## config.mk

```make
export PLATFORM = sky130hd
export DESIGN_NAME = seq_multdiv_fault
export DESIGN_NICKNAME = d
export VERILOG_FILES = /design/src/rtl/seq_multdiv_fault.sv
export SDC_FILE = /design/constraint.sdc
export NUM_CORES = 1
export LEC_CHECK = 0
export CAP_MARGIN = 20
export CORE_MARGIN = 2
export CORE_UTILIZATION = 53
export DETAILED_ROUTE_END_ITERATION = 16
export PLACE_DENSITY = 0.72
export SYNTH_ARGS = -nofsm -noshare
export SYNTH_HDL_FRONTEND = slang
export SYNTH_SLANG_ARGS = --single-unit
export TNS_END_PERCENT = 100
```

## constraint.sdc

```tcl
create_clock -name clock -period 22.6 [get_ports clock]
set_input_delay 2.26 -clock clock [delete_from_list [all_inputs] [get_ports clock]]
set_output_delay 2.26 -clock clock [all_outputs]
set_load 0.03 [all_outputs]
```

## src/rtl/seq_multdiv_fault.sv

```systemverilog
// Sequential signed multiplier (radix-4 Booth) and divider (restoring) with a
// single-bit fault-injection hook on the result register.
module seq_multdiv_fault #(
    parameter int WIDTH     = 32,
    parameter int FAULT_BIT = 7
) (
    input  logic                    clock,
    input  logic                    aclr_n,
    input  logic signed [WIDTH-1:0] data_operandA,
    input  logic signed [WIDTH-1:0] data_operandB,
    input  logic                    ctrl_MULT,
    input  logic                    ctrl_DIV,
    input  logic                    ctrl_flip,
    output logic        [WIDTH-1:0] data_result,
    output logic                    data_exception,
    output logic                    data_resultRDY,
    output logic                    busy
);

    localparam int CW = $clog2(WIDTH) + 1;
    localparam logic [CW-1:0]    MULT_LAST = CW'(WIDTH/2 - 1);
    localparam logic [CW-1:0]    DIV_LAST  = CW'(WIDTH - 1);
    localparam logic [WIDTH-1:0] MIN_VAL   = {1'b1, {(WIDTH-1){1'b0}}};
    localparam logic [WIDTH-1:0] FLIP_BIT  = {{(WIDTH-1){1'b0}}, 1'b1} << FAULT_BIT;

    typedef enum logic [1:0] {IDLE, MULT, DIV, DONE} state_t;

    state_t                  state_q, state_d;
    logic signed [WIDTH-1:0] a_q, a_d, b_q, b_d;
    logic [2*WIDTH:0]        acc_q, acc_d;
    logic [WIDTH-1:0]        rem_q, rem_d;
    logic [WIDTH-1:0]        quo_q, quo_d;
    logic [CW-1:0]           cnt_q, cnt_d;
    logic [WIDTH-1:0]        result_q, result_d;
    logic                    exc_q, exc_d;

    logic                    start_mult, start_div, mult_last, div_last;
    logic [WIDTH-1:0]        flip_mask, opa_mag, b_mag;
    logic signed [WIDTH+1:0] a_ext, hi_ext, pp, booth_sum;
    logic [2*WIDTH:0]        acc_step;
    logic [2*WIDTH-1:0]      prod;
    logic [WIDTH:0]          trial;
    logic [WIDTH-1:0]        rem_step, quo_step, div_res, mult_res;
    logic                    mult_exc, div_exc;

    assign start_mult = ctrl_MULT & ~ctrl_DIV;
    assign start_div  = ctrl_DIV & ~ctrl_MULT;
    assign mult_last  = (cnt_q == MULT_LAST);
    assign div_last   = (cnt_q == DIV_LAST);
    assign flip_mask  = ctrl_flip ? FLIP_BIT : '0;
    assign opa_mag    = data_operandA[WIDTH-1] ? -data_operandA : data_operandA;
    assign b_mag      = b_q[WIDTH-1] ? -b_q : b_q;

    // Booth step: the add is done two bits wider so +/-2A never overflows;
    // after the shift by 2 the upper part fits back into WIDTH bits.
    always_comb begin
        a_ext  = {{2{a_q[WIDTH-1]}}, a_q};
        hi_ext = {{2{acc_q[2*WIDTH]}}, acc_q[2*WIDTH:WIDTH+1]};
        case (acc_q[2:0])
            3'b001, 3'b010: pp = a_ext;
            3'b011:         pp = a_ext <<< 1;
            3'b100:         pp = -(a_ext <<< 1);
            3'b101, 3'b110: pp = -a_ext;
            default:        pp = '0;
        endcase
        booth_sum = hi_ext + pp;
        acc_step  = {booth_sum[WIDTH+1:2], booth_sum[1:0], acc_q[WIDTH:2]};
        prod      = acc_step[2*WIDTH:1];
        mult_res  = prod[WIDTH-1:0];
        mult_exc  = (prod[2*WIDTH-1:WIDTH] != {WIDTH{prod[WIDTH-1]}});
    end

    always_comb begin
        trial = {rem_q, quo_q[WIDTH-1]} - {1'b0, b_mag};
        if (!trial[WIDTH]) begin
            rem_step = trial[WIDTH-1:0];
            quo_step = {quo_q[WIDTH-2:0], 1'b1};
        end else begin
            rem_step = {rem_q[WIDTH-2:0], quo_q[WIDTH-1]};
            quo_step = {quo_q[WIDTH-2:0], 1'b0};
        end
        // MIN / -1 falls out naturally: magnitude 2^(W-1), same signs, no negation.
        div_exc = (b_q == '0) || ((a_q == MIN_VAL) && (b_q == {WIDTH{1'b1}}));
        if (b_q == '0)
            div_res = '0;
        else if (a_q[WIDTH-1] ^ b_q[WIDTH-1])
            div_res = -quo_step;
        else
            div_res = quo_step;
    end

    always_ff @(posedge clock or negedge aclr_n) begin
        if (!aclr_n) begin
            state_q  <= IDLE;
            a_q      <= '0;
            b_q      <= '0;
            acc_q    <= '0;
            rem_q    <= '0;
            quo_q    <= '0;
            cnt_q    <= '0;
            result_q <= '0;
            exc_q    <= 1'b0;
        end else begin
            state_q  <= state_d;
            a_q      <= a_d;
            b_q      <= b_d;
            acc_q    <= acc_d;
            rem_q    <= rem_d;
            quo_q    <= quo_d;
            cnt_q    <= cnt_d;
            result_q <= result_d;
            exc_q    <= exc_d;
        end
    end

    always_comb begin
        state_d = state_q;
        case (state_q)
            IDLE: begin
                if (start_mult)     state_d = MULT;
                else if (start_div) state_d = DIV;
            end
            MULT:    if (mult_last) state_d = DONE;
            DIV:     if (div_last)  state_d = DONE;
            default: state_d = IDLE;
        endcase
    end

    always_comb begin
        a_d      = a_q;
        b_d      = b_q;
        acc_d    = acc_q;
        rem_d    = rem_q;
        quo_d    = quo_q;
        cnt_d    = cnt_q;
        result_d = result_q;
        exc_d    = exc_q;
        case (state_q)
            IDLE: begin
                if (start_mult) begin
                    a_d   = data_operandA;
                    b_d   = data_operandB;
                    cnt_d = '0;
                    acc_d = {{WIDTH{1'b0}}, data_operandB, 1'b0};
                end else if (start_div) begin
                    a_d   = data_operandA;
                    b_d   = data_operandB;
                    cnt_d = '0;
                    rem_d = '0;
                    quo_d = opa_mag;
                end
            end
            MULT: begin
                acc_d = acc_step;
                cnt_d = cnt_q + CW'(1);
                if (mult_last) begin
                    result_d = mult_res ^ flip_mask;
                    exc_d    = mult_exc;
                end
            end
            DIV: begin
                rem_d = rem_step;
                quo_d = quo_step;
                cnt_d = cnt_q + CW'(1);
                if (div_last) begin
                    result_d = div_res ^ flip_mask;
                    exc_d    = div_exc;
                end
            end
            default: ;
        endcase
    end

    always_comb begin
        busy           = (state_q == MULT) || (state_q == DIV);
        data_resultRDY = (state_q == DONE);
        data_result    = result_q;
        data_exception = exc_q;
    end

endmodule

```

==> metrics list, run 1 <==
- Achievable clock frequency: 118 MHz
* HPWL Detailed: 38600 um
- Required time at the worst-slack endpoint: 23060 ps
- From left edge to right edge, the die measures 187 um.
- Clock tree synthesis selected as its root buffer the cell sky130_fd_sc_hd__clkbuf_16.
* Final standard cell count with taps included and fillers excluded: 2614
- TritonCTS built the clock tree.
- After clock tree synthesis, the setup repair step added 0 buffers.
- At the end of the flow the core is filled with cells to 0.611.
- Max Root-Sink Buffers: 3
* Headroom to the max-slew limit: 0.219
- For this run, asynchronously set or reset flops after synthesis account for 1.00.
- In the finished design, the share of the clock period the worst path needs comes to 0.374.
- CTS built an H-tree with a depth of 1.
- Overall die area: 0.0348 mm^2
- Pin count of the biggest net entering global routing: 98
- Total global-route track usage: 0.298
* Top-area cell type share of the netlist area: 0.331
- The final hold violation count came to 0.
* Part of the Yosys area used for sequential elements: 0.331
- Average routed wire per standard cell: 20.1 um
* Summed instance area of the synthesized netlist: 0.0177 mm^2
- Placed Cells incl. Taps: 2560
- During I/O placement, the number of pins put on the boundary was 104.
- Result of the run: completed
- Layout-stage area growth over the synthesis result: 12.9%
* Number of synthesized flops with an enable pin: 0
- Mean number of vias per cell: 6.24
* CP Data Arrival Time: 8910 ps
- Number of antenna-violating nets in the routed design: 0
- The largest single stage delay on the critical path is 770 ps.
- Maximum fanout along the worst path: 63
- First-pass detailed-route iteration total: 5
* # hold bufs at CTS: 0
- The number of antenna violations at the first check in global routing was 1.
- Routability congestion estimate from global placement: 0.901
- Total wire length after detailed routing: 52600 um
* ANT cells: 0
- STA classifies the critical path startpoint as a flop.
- Port Buf Inserts: 103
- Number of max-cap violations: 0
- Max-slew violation count: 0
- Among all flip-flop cells after synthesis, the most frequent one is sky130_fd_sc_hd__dfrtp_1.
- Sinks on Clock Net: 234
- Post-synth net total: 2275
- Buffers & Inverters on Critical Path: 1
- After filler insertion, the fill cell instance count of the layout stands at 2905.
- After layout, the minimum clock period comes to 8450 ps.
- Worst min-delay path class: reg -> reg
* Drt drc: 0
* Distinct cells, synth: 72
- STA classifies the critical path endpoint as a flop.
- Overall die height: 187 um
- The cell count after synthesis came out at 2127.
* Post-route setup TNS: 0 ps
* CTS Buf Count: 28
* Setup clock skew after layout: 21.2 ps
* Wire length of the first global-routing pass: 84100 um
* Largest cells by area after synthesis: sky130_fd_sc_hd__dfrtp_1, sky130_fd_sc_hd__o21ai_0, sky130_fd_sc_hd__ha_1, sky130_fd_sc_hd__nand2_1, sky130_fd_sc_hd__a21oi_1
* Slew at the pin closest to its max-slew limit: 1170 ps
* DRT iter0 DRCs: 1387
* Synth area leader: sky130_fd_sc_hd__dfrtp_1
- Initial core utilization: 0.541
- The via count of the first global-routing pass is 15300.
* Share of cells above drive strength 1: 0.0760
* Mean Syn Cell Area: 8.31 um^2
* Clock latency on the worst-skew pair: 580 ps
- Commonest non-fill, non-tap cell in the layout: sky130_fd_sc_hd__nand2_1
* Clock transition at the register clock pins on the worst setup and hold paths after CTS: 60 ps
- The slowest stage of the critical path is the sky130_fd_sc_hd__inv_2 cell.
- Family with the most delay on the worst path: simple AND/OR/NAND/NOR gates
- Via total after detailed routing: 16300
- The worst setup path is of the reg -> reg kind.
- After synthesis the netlist holds a flip-flop and latch count of 234.
- The most numerous cell type found on the critical path is sky130_fd_sc_hd__or3_1.
- Commonest non-fill, non-tap cells in the layout: sky130_fd_sc_hd__nand2_1, sky130_fd_sc_hd__dfrtp_1, sky130_fd_sc_hd__o21ai_0
- Yosys Warn Count: 0
* Final global-route overflow total: 0
- Layout Nets: 2298
* Std cell rows: 66
- Setup violations remaining at the end of the flow were counted as 0.
* PostCTS Resize Cnt: 0
- Core ar.: 0.0327 mm^2
* Unrepaired setup endpoints after global routing: no
[kinds of logic (layout without fill, tap and decap cells)]
group	Yosys count	in the layout	synth area share
simple gates	678	678	0.182
compound gates	676	676	0.243
flops	234	234	0.331
buf+inv	186	231	0.0398
xor+xnor	164	164	0.0812
mux	110	110	0.0666
fa+ha+maj	79	79	0.0567
[synth_stat cells, types with 53 or more instances]
master,instances
sky130_fd_sc_hd__a21o_1,53
sky130_fd_sc_hd__a21oi_1,174
sky130_fd_sc_hd__clkbuf_1,106
sky130_fd_sc_hd__dfrtp_1,234
sky130_fd_sc_hd__ha_1,77
sky130_fd_sc_hd__inv_1,54
sky130_fd_sc_hd__mux2_2,61
sky130_fd_sc_hd__nand2_1,245
sky130_fd_sc_hd__nor2_1,157
sky130_fd_sc_hd__o21ai_0,201
sky130_fd_sc_hd__xnor2_1,68
sky130_fd_sc_hd__xor2_1,96
[area by class of cell]
class / count / area [um^2] / area share
inverters: 56 / 210 / 0.0105
repair buffers: 123 / 1210 / 0.0604
well taps: 442 / 553 / 0.0277
clock inverters: 19 / 233 / 0.0117
flip-flops and latches: 234 / 5860 / 0.293
multi-input cells: 1707 / 11200 / 0.560
clock buffers: 33 / 729 / 0.0365
[registers in the layout, indices dropped and copies added (netlist names)]
name            cells
data_result        32
b_q                32
a_q                32
rem_q              32
cnt_q               6
acc_q              65
data_exception      1
quo_q              32
state_q             2
[metrics by stage]
step	cell area, um^2	setup slack, ps	hold slack, ps
2_1_floorplan	17700	15260	455
3_3_place_gp	19000	14330	472
3_5_place_dp	19000	14180	473
4_1_cts	19900	14160	487
5_1_grt	20000	13680	512
6_report	20000	14150	482
[worst paths after layout]
kind                            startpoint              end  slack [ps]  cells past startpoint
max                                 b_q[6]  data_result[22]       14150                     27
min                        data_result[21]  data_result[21]         480                      2
max reg2reg                         b_q[6]  data_result[22]       14150                     27
min reg2reg                data_result[21]  data_result[21]         480                      2
max in group asynchronous           aclr_n   data_result[1]       19400                      2
min in group asynchronous           aclr_n        acc_q[22]        1700                      1
[tightest hold or removal path: cells and delay by family (launching register included)]
family	cells	cell delay, ps
flip-flops	1	340
AO/OA/AOI/OAI	1	60
AND/OR/NAND/NOR	1	50
[layer usage]
layer	wire, um	share of wire	GRT usage	up-vias
met1	23600	0.45	0.433	7788
met3	4130	0.078	0.0478	96
met4	1800	0.034	0.100	2
met2	23000	0.44	0.452	656
met5	13	0.00025	0	-
li1	-	-	-	7780
Power of run 1 is not shown: default switching activity piles up to over one toggle a cycle in this logic, so the estimate is an artifact.
==> inputs of run 2 (changes only) <==
==> constraint.sdc (replaced) <==
create_clock -name clock -period 8.6 [get_ports clock]
set_input_delay 0.86 -clock clock [delete_from_list [all_inputs] [get_ports clock]]
set_output_delay 0.86 -clock clock [all_outputs]
set_load 0.03 [all_outputs]
==> run 2 against run 1 <==
Effect of this change:
- flip-flop and latch count stayed put
- via count grew 1.1%
- non-clock buffer count increased by 2
- largest cell class unchanged
- global-route usage is 0.24 points lower
- clock-buffer cell count grew 4
- clock skew increased by 11 ps
- register-to-register slack got worse by 13000 ps
- cell count is 0.15% higher
- highest routed layer is now met4
==> metrics list, run 2 (synthesized netlist as in run 1, its figures left out) <==
* # hold bufs at CTS: 0
* DRT iter0 DRCs: 1296
- Across every metal layer, demand over resource in global routing totals 0.296.
- I/O Pins: 104
* Count of endpoints failing setup in the final report: 0
- PostCTS Resize Cnt: 0
* Drt drc: 0
- Setup slack on the worst reg-to-reg path comes out at 960 ps.
- Layout-stage area growth over the synthesis result: 13.4%
- STA classifies the critical path endpoint as a flop.
- Counting cells, the worst reg-to-reg path comes to 27.
- CTS Buf Count: 29
- The final-report max-slew violation count came to 0.
* Worst min-delay path class: in -> async
* Cell type of the slowest stage on the worst timing path: sky130_fd_sc_hd__or4_1
* Most frequent cell on the critical path: sky130_fd_sc_hd__or3_1
- For this run, the detailed router's first-pass iteration total came to 5.
- Pin count of the biggest net entering global routing: 152
- At the end of routability-driven placement, the weighted congestion stood at 0.933.
* Share of cells above drive strength 1: 0.0772
* Unrepaired setup endpoints after global routing: no
* Crit share post-route: 0.888
- Once detailed placement completed, the half-perimeter wirelength came to 38800 um.
- The flow ran to the end, and the final reports show no timing, DRC or antenna violations.
- Timing would allow up to 131 MHz.
- Critical R2R Launch: b_q[6]
* Commonest non-fill, non-tap cells in the layout: sky130_fd_sc_hd__nand2_1, sky130_fd_sc_hd__dfrtp_1, sky130_fd_sc_hd__o21ai_0
- Via total after detailed routing: 16500
- The region available for standard cell placement spans 0.0327 mm^2.
* Post-layout min period: 7640 ps
- Of all nets on the critical path, the largest fanout is 6.
* ANT cells: 0
- The detail route stage leaves a number of antenna-violating nets equal to 0.
- The first global-routing pass estimated 84300 um of wire.
- In this design, the stage delay of the slowest critical-path cell is 580 ps.
- The root buffer cell chosen for the clock tree is sky130_fd_sc_hd__clkbuf_16.
- Overall die area: 0.0348 mm^2
- Layout Nets: 2301
* Number of max-cap violations: 0
- The critical path is of the reg -> reg type.
- Slew at the pin closest to its max-slew limit: 1160 ps
- The endpoint identified for the worst register-to-register timing path is data_result[22].
- Buffers added to address setup during post-CTS repair amount to 0.
- In this run the tool buffered the top-level ports with 103 buffer cells.
- Mean number of vias per cell: 6.30
* CTS tree: done
- For the worst setup path, the data arrival time is 8100 ps.
- The initial utilization of the core area, before any placement, comes to 0.541.
- STA puts the critical path data required time at 9060 ps.
- Register name with the most flops: acc_q
- Std cell rows: 66
* Headroom to the max-slew limit: 0.227
- CTS H-tree depth: 1
- Commonest non-fill, non-tap cell in the layout: sky130_fd_sc_hd__nand2_1
- Largest register FFs: 65
* Total wire length after detailed routing: 52800 um
- DIE WIDTH: 187 um
* Post-route setup TNS: 0 ps
- The later pin in the worst-skew pair is clocked with a latency of 580 ps.
- Dividing the detail-routed wire length by the instance count gives 20.2 um.
* Final global-route overflow total: 0
* Overall die height: 187 um
- Sinks on Clock Net: 234
- Setup clock skew after layout: 32.5 ps
* Vias in the first global route: 15500
- Buffers & Inverters on Critical Path: 1
* Initial antenna violation count: 0
- Clock transition at the register clock pins on the worst setup and hold paths after CTS: 60 ps
- The final hold violation count is 0.
- Max Root-Sink Buffers: 3
- Nature of the critical path startpoint: flop
* Family with the most delay on the worst path: simple AND/OR/NAND/NOR gates
-- run 2: through the flow --
step	cells	utilization	hold WS [ps]	area (um^2)	setup slack [ps]
finish	2618	0.613	233	20100	961
global route	2618	0.613	317	20100	507
CTS	2615	0.612	281	20000	1010
detailed placement	2561	0.581	477	19000	1010
global placement	2561	0.581	469	19000	1150
floorplan	2127	-	455	17700	1260
-- run 2: layer usage --
metal,vias up,routed length [um],track usage
li1,7811,-,-
met1,7929,23800,0.431
met2,654,23400,0.458
met3,103,3770,0.0355
met4,0,1830,0.0946
met5,-,0,0
-- run 2: worst max path at each step --
| stage | cells past startpoint | to | startpoint |
|---|---|---|---|
| floorplan | 29 | data_result[22] | b_q[6] |
| global placement | 27 | data_result[22] | b_q[6] |
| detailed placement | 27 | data_result[22] | b_q[6] |
| CTS | 27 | data_result[22] | b_q[6] |
| global route | 27 | data_result[22] | b_q[6] |
| finish | 27 | data_result[22] | b_q[6] |
-- run 2: area by class of cell --
type                            count  area, um^2
Sequential cell                   234        5860
Tap cell                          442         553
Multi-Input combinational cell   1707       11200
Fill cell                        2881       12600
Timing Repair Buffer              125        1250
Clock buffer                       37         786
Inverter                           56         210
Clock inverter                     17         223
Power of run 2 is left out for the same reason.
==> inputs of run 3 (changes only) <==
--- a/config.mk
+++ b/config.mk
@@ -8,7 +8,9 @@
 export CAP_MARGIN = 20
 export CORE_MARGIN = 2
 export CORE_UTILIZATION = 53
+export CTS_CLUSTER_SIZE = 40
 export DETAILED_ROUTE_END_ITERATION = 16
+export MAX_ROUTING_LAYER = met4
 export PLACE_DENSITY = 0.72
 export SYNTH_ARGS = -nofsm -noshare
 export SYNTH_HDL_FRONTEND = slang
==> run 3 against run 2 <==
Effect of this change:
- setup slack lost 23 ps
- register-to-register slack lost 20 ps
- fmax shrank 0.30%
- global-route usage grew 1.3 points
- flip-flop and latch count is the same
- routed wire length grew 0.35%
- critical path depth is the same
- cell count shrank 0.11%
- core utilization shrank 0.20 points
==> metrics list, run 3 (synthesized netlist as in run 1, its figures left out) <==
- The net count of the finished layout is 2302.
* Achievable clock frequency: 131 MHz
* Clock latency on the worst-skew pair: 590 ps
- From left edge to right edge, the die measures 187 um.
* Unrepaired setup endpoints after global routing: no
- Dividing the final minimum period by the clock period gives 0.891.
* Result of the run: completed
- Commonest non-fill, non-tap cell in the layout: sky130_fd_sc_hd__nand2_1
- On the final layout, the worst clock skew is 27.1 ps.
- Element type at the critical path end: flop
* Clock transition at the register clock pins on the worst setup and hold paths after CTS: 60 ps
- TritonCTS built the clock tree.
* Number of max-cap violations: 0
* Port Buf Inserts: 103
* CTS H-tree depth: 1
- Overall die area: 0.0348 mm^2
- After detailed routing, the average wire length per cell comes to 20.3 um.
* Maximum fanout along the worst path: 6
* Share of cells above drive strength 1: 0.0769
- Layout-stage area growth over the synthesis result: 13.1%
* # hold bufs at CTS: 0
- CTS Buf Count: 29
- First-pass detailed-route iteration total: 5
- The worst pin sits at a relative slew slack of 0.275.
* Root Buffer: sky130_fd_sc_hd__clkbuf_16
- Nature of the critical path startpoint: flop
- For the pin with the worst max-slew slack, the measured transition is 1070 ps.
- Commonest non-fill, non-tap cells in the layout: sky130_fd_sc_hd__nand2_1, sky130_fd_sc_hd__dfrtp_1, sky130_fd_sc_hd__o21ai_0
- Worst flop-to-flop path endpoint: data_result[22]
- Hold WS: 298 ps
* Number of antenna-violating nets in the routed design: 0
- Register name with the most flops: acc_q
- Internal reg-to-reg setup slack: 940 ps
- HPWL Detailed: 38700 um
- Required time at the worst-slack endpoint: 9070 ps
- The min-delay analysis places its worst path in the category in -> async.
- Drt drc: 0
* Start-to-end type of the worst setup path: reg -> reg
- Post-layout min period: 7660 ps
- PostCTS Resize Cnt: 0
- Initial core utilization: 0.541
- The first routing iteration left 1376 violations.
- Final Hold Violating Endpoints: 0
- Count of endpoints failing setup in the final report: 0
- ANT cells: 0
- Post-route setup TNS: 0 ps
- Measured along the y axis, the die boundary spans 187 um.
- The register with the most flip-flops in the layout has 65 of them.
- The number of antenna violations at the first check in global routing came to 0.
- Post-CTS Setup Bufs: 0
- The total overflow left after global routing is 0.
- I/O Pins: 104
- Total global-route track usage: 0.308
* Sinks on Clock Net: 234
* Core ar.: 0.0327 mm^2
- Via total after detailed routing: 16400
- Std cell rows: 66
- Mean number of vias per cell: 6.27
* Wire length of the first global-routing pass: 84900 um
- Summed over all layers, the routed wires come to 53000 um.
- The via count of the first global-routing pass was 15300.
- At the end of routability-driven placement, the weighted congestion stood at 0.960.
- Entering global routing, the biggest net connects 98 pins.
* Critical R2R Launch: b_q[6]
- Data on the critical path arrives at its endpoint at 8130 ps.
- Depth of the most critical reg-to-reg path: 27
* Max-slew violation count: 0
- Number of fill cells: 2861
- Counting along the longest clock path gives a buffer depth of 3.
[run 3: cell count changes in the layout (fill, tap and decap cells not counted), sizes merged]
cell      previous run  this run
inv                 58        57
buf                 22        24
clkinvlp             3         2
clkbuf              38        36
bufinv               4         3
[run 3: area by class of cell]
cell class	count	area, um^2	area share
inverter	56	210	0.0105
tap	442	553	0.0277
multi-input combinational	1707	11200	0.559
clock inverter	14	173	0.00864
sequential	234	5860	0.293
clock buffer	36	792	0.0396
timing repair buffer	126	1230	0.0615
[run 3: how the worst max path moves through the flow]
stage | start | endpoint | depth (start not counted)
3_3_place_gp | b_q[6] | data_result[22] | 27
6_report | b_q[6] | data_result[22] | 27
3_5_place_dp | b_q[6] | data_result[22] | 27
5_1_grt | b_q[6] | data_result[22] | 27
4_1_cts | b_q[6] | data_result[22] | 27
2_1_floorplan | b_q[6] | data_result[22] | 29
[run 3: stage by stage]
step	instance area, um^2	worst slack (ps)	std cells	utilization
5_1_grt	20000	468	2615	0.611
6_report	20000	938	2615	0.611
3_5_place_dp	19000	1000	2562	0.581
4_1_cts	20000	979	2612	0.610
3_3_place_gp	19000	1120	2562	0.581
2_1_floorplan	17700	1260	2127	-
[run 3: critical path, cell delays in order (launching register included)]
cell and delay [ps]:
sky130_fd_sc_hd__dfrtp_1 420, sky130_fd_sc_hd__or4_1 580, sky130_fd_sc_hd__or3_1 360, sky130_fd_sc_hd__or3_1 380, sky130_fd_sc_hd__or2_2 330, sky130_fd_sc_hd__or3_1 430
sky130_fd_sc_hd__or4_1 570, sky130_fd_sc_hd__o31ai_1 310, sky130_fd_sc_hd__xor2_1 200, sky130_fd_sc_hd__ha_1 320, sky130_fd_sc_hd__and4_1 260, sky130_fd_sc_hd__nand2_1 100
sky130_fd_sc_hd__nor2_1 60, sky130_fd_sc_hd__and2_1 150, sky130_fd_sc_hd__a22o_1 200, sky130_fd_sc_hd__or3_1 400, sky130_fd_sc_hd__and2_1 290, sky130_fd_sc_hd__inv_2 90
sky130_fd_sc_hd__ha_1 180, sky130_fd_sc_hd__nand2_1 70, sky130_fd_sc_hd__nor2_1 190, sky130_fd_sc_hd__nand2b_1 180, sky130_fd_sc_hd__nand2b_1 220, sky130_fd_sc_hd__or3_1 350
sky130_fd_sc_hd__o41ai_1 320, sky130_fd_sc_hd__xor2_1 190, sky130_fd_sc_hd__nor2_1 60, sky130_fd_sc_hd__o32a_1 360
[run 3: metal layers]
layer	vias up	wire (um)	global-route usage
met5	-	0	-
met4	0	1470	0.0772
met3	90	3630	0.0399
met2	581	23800	0.469
met1	7936	24100	0.436
li1	7785	-	-
Power of run 3 is left out for the same reason.
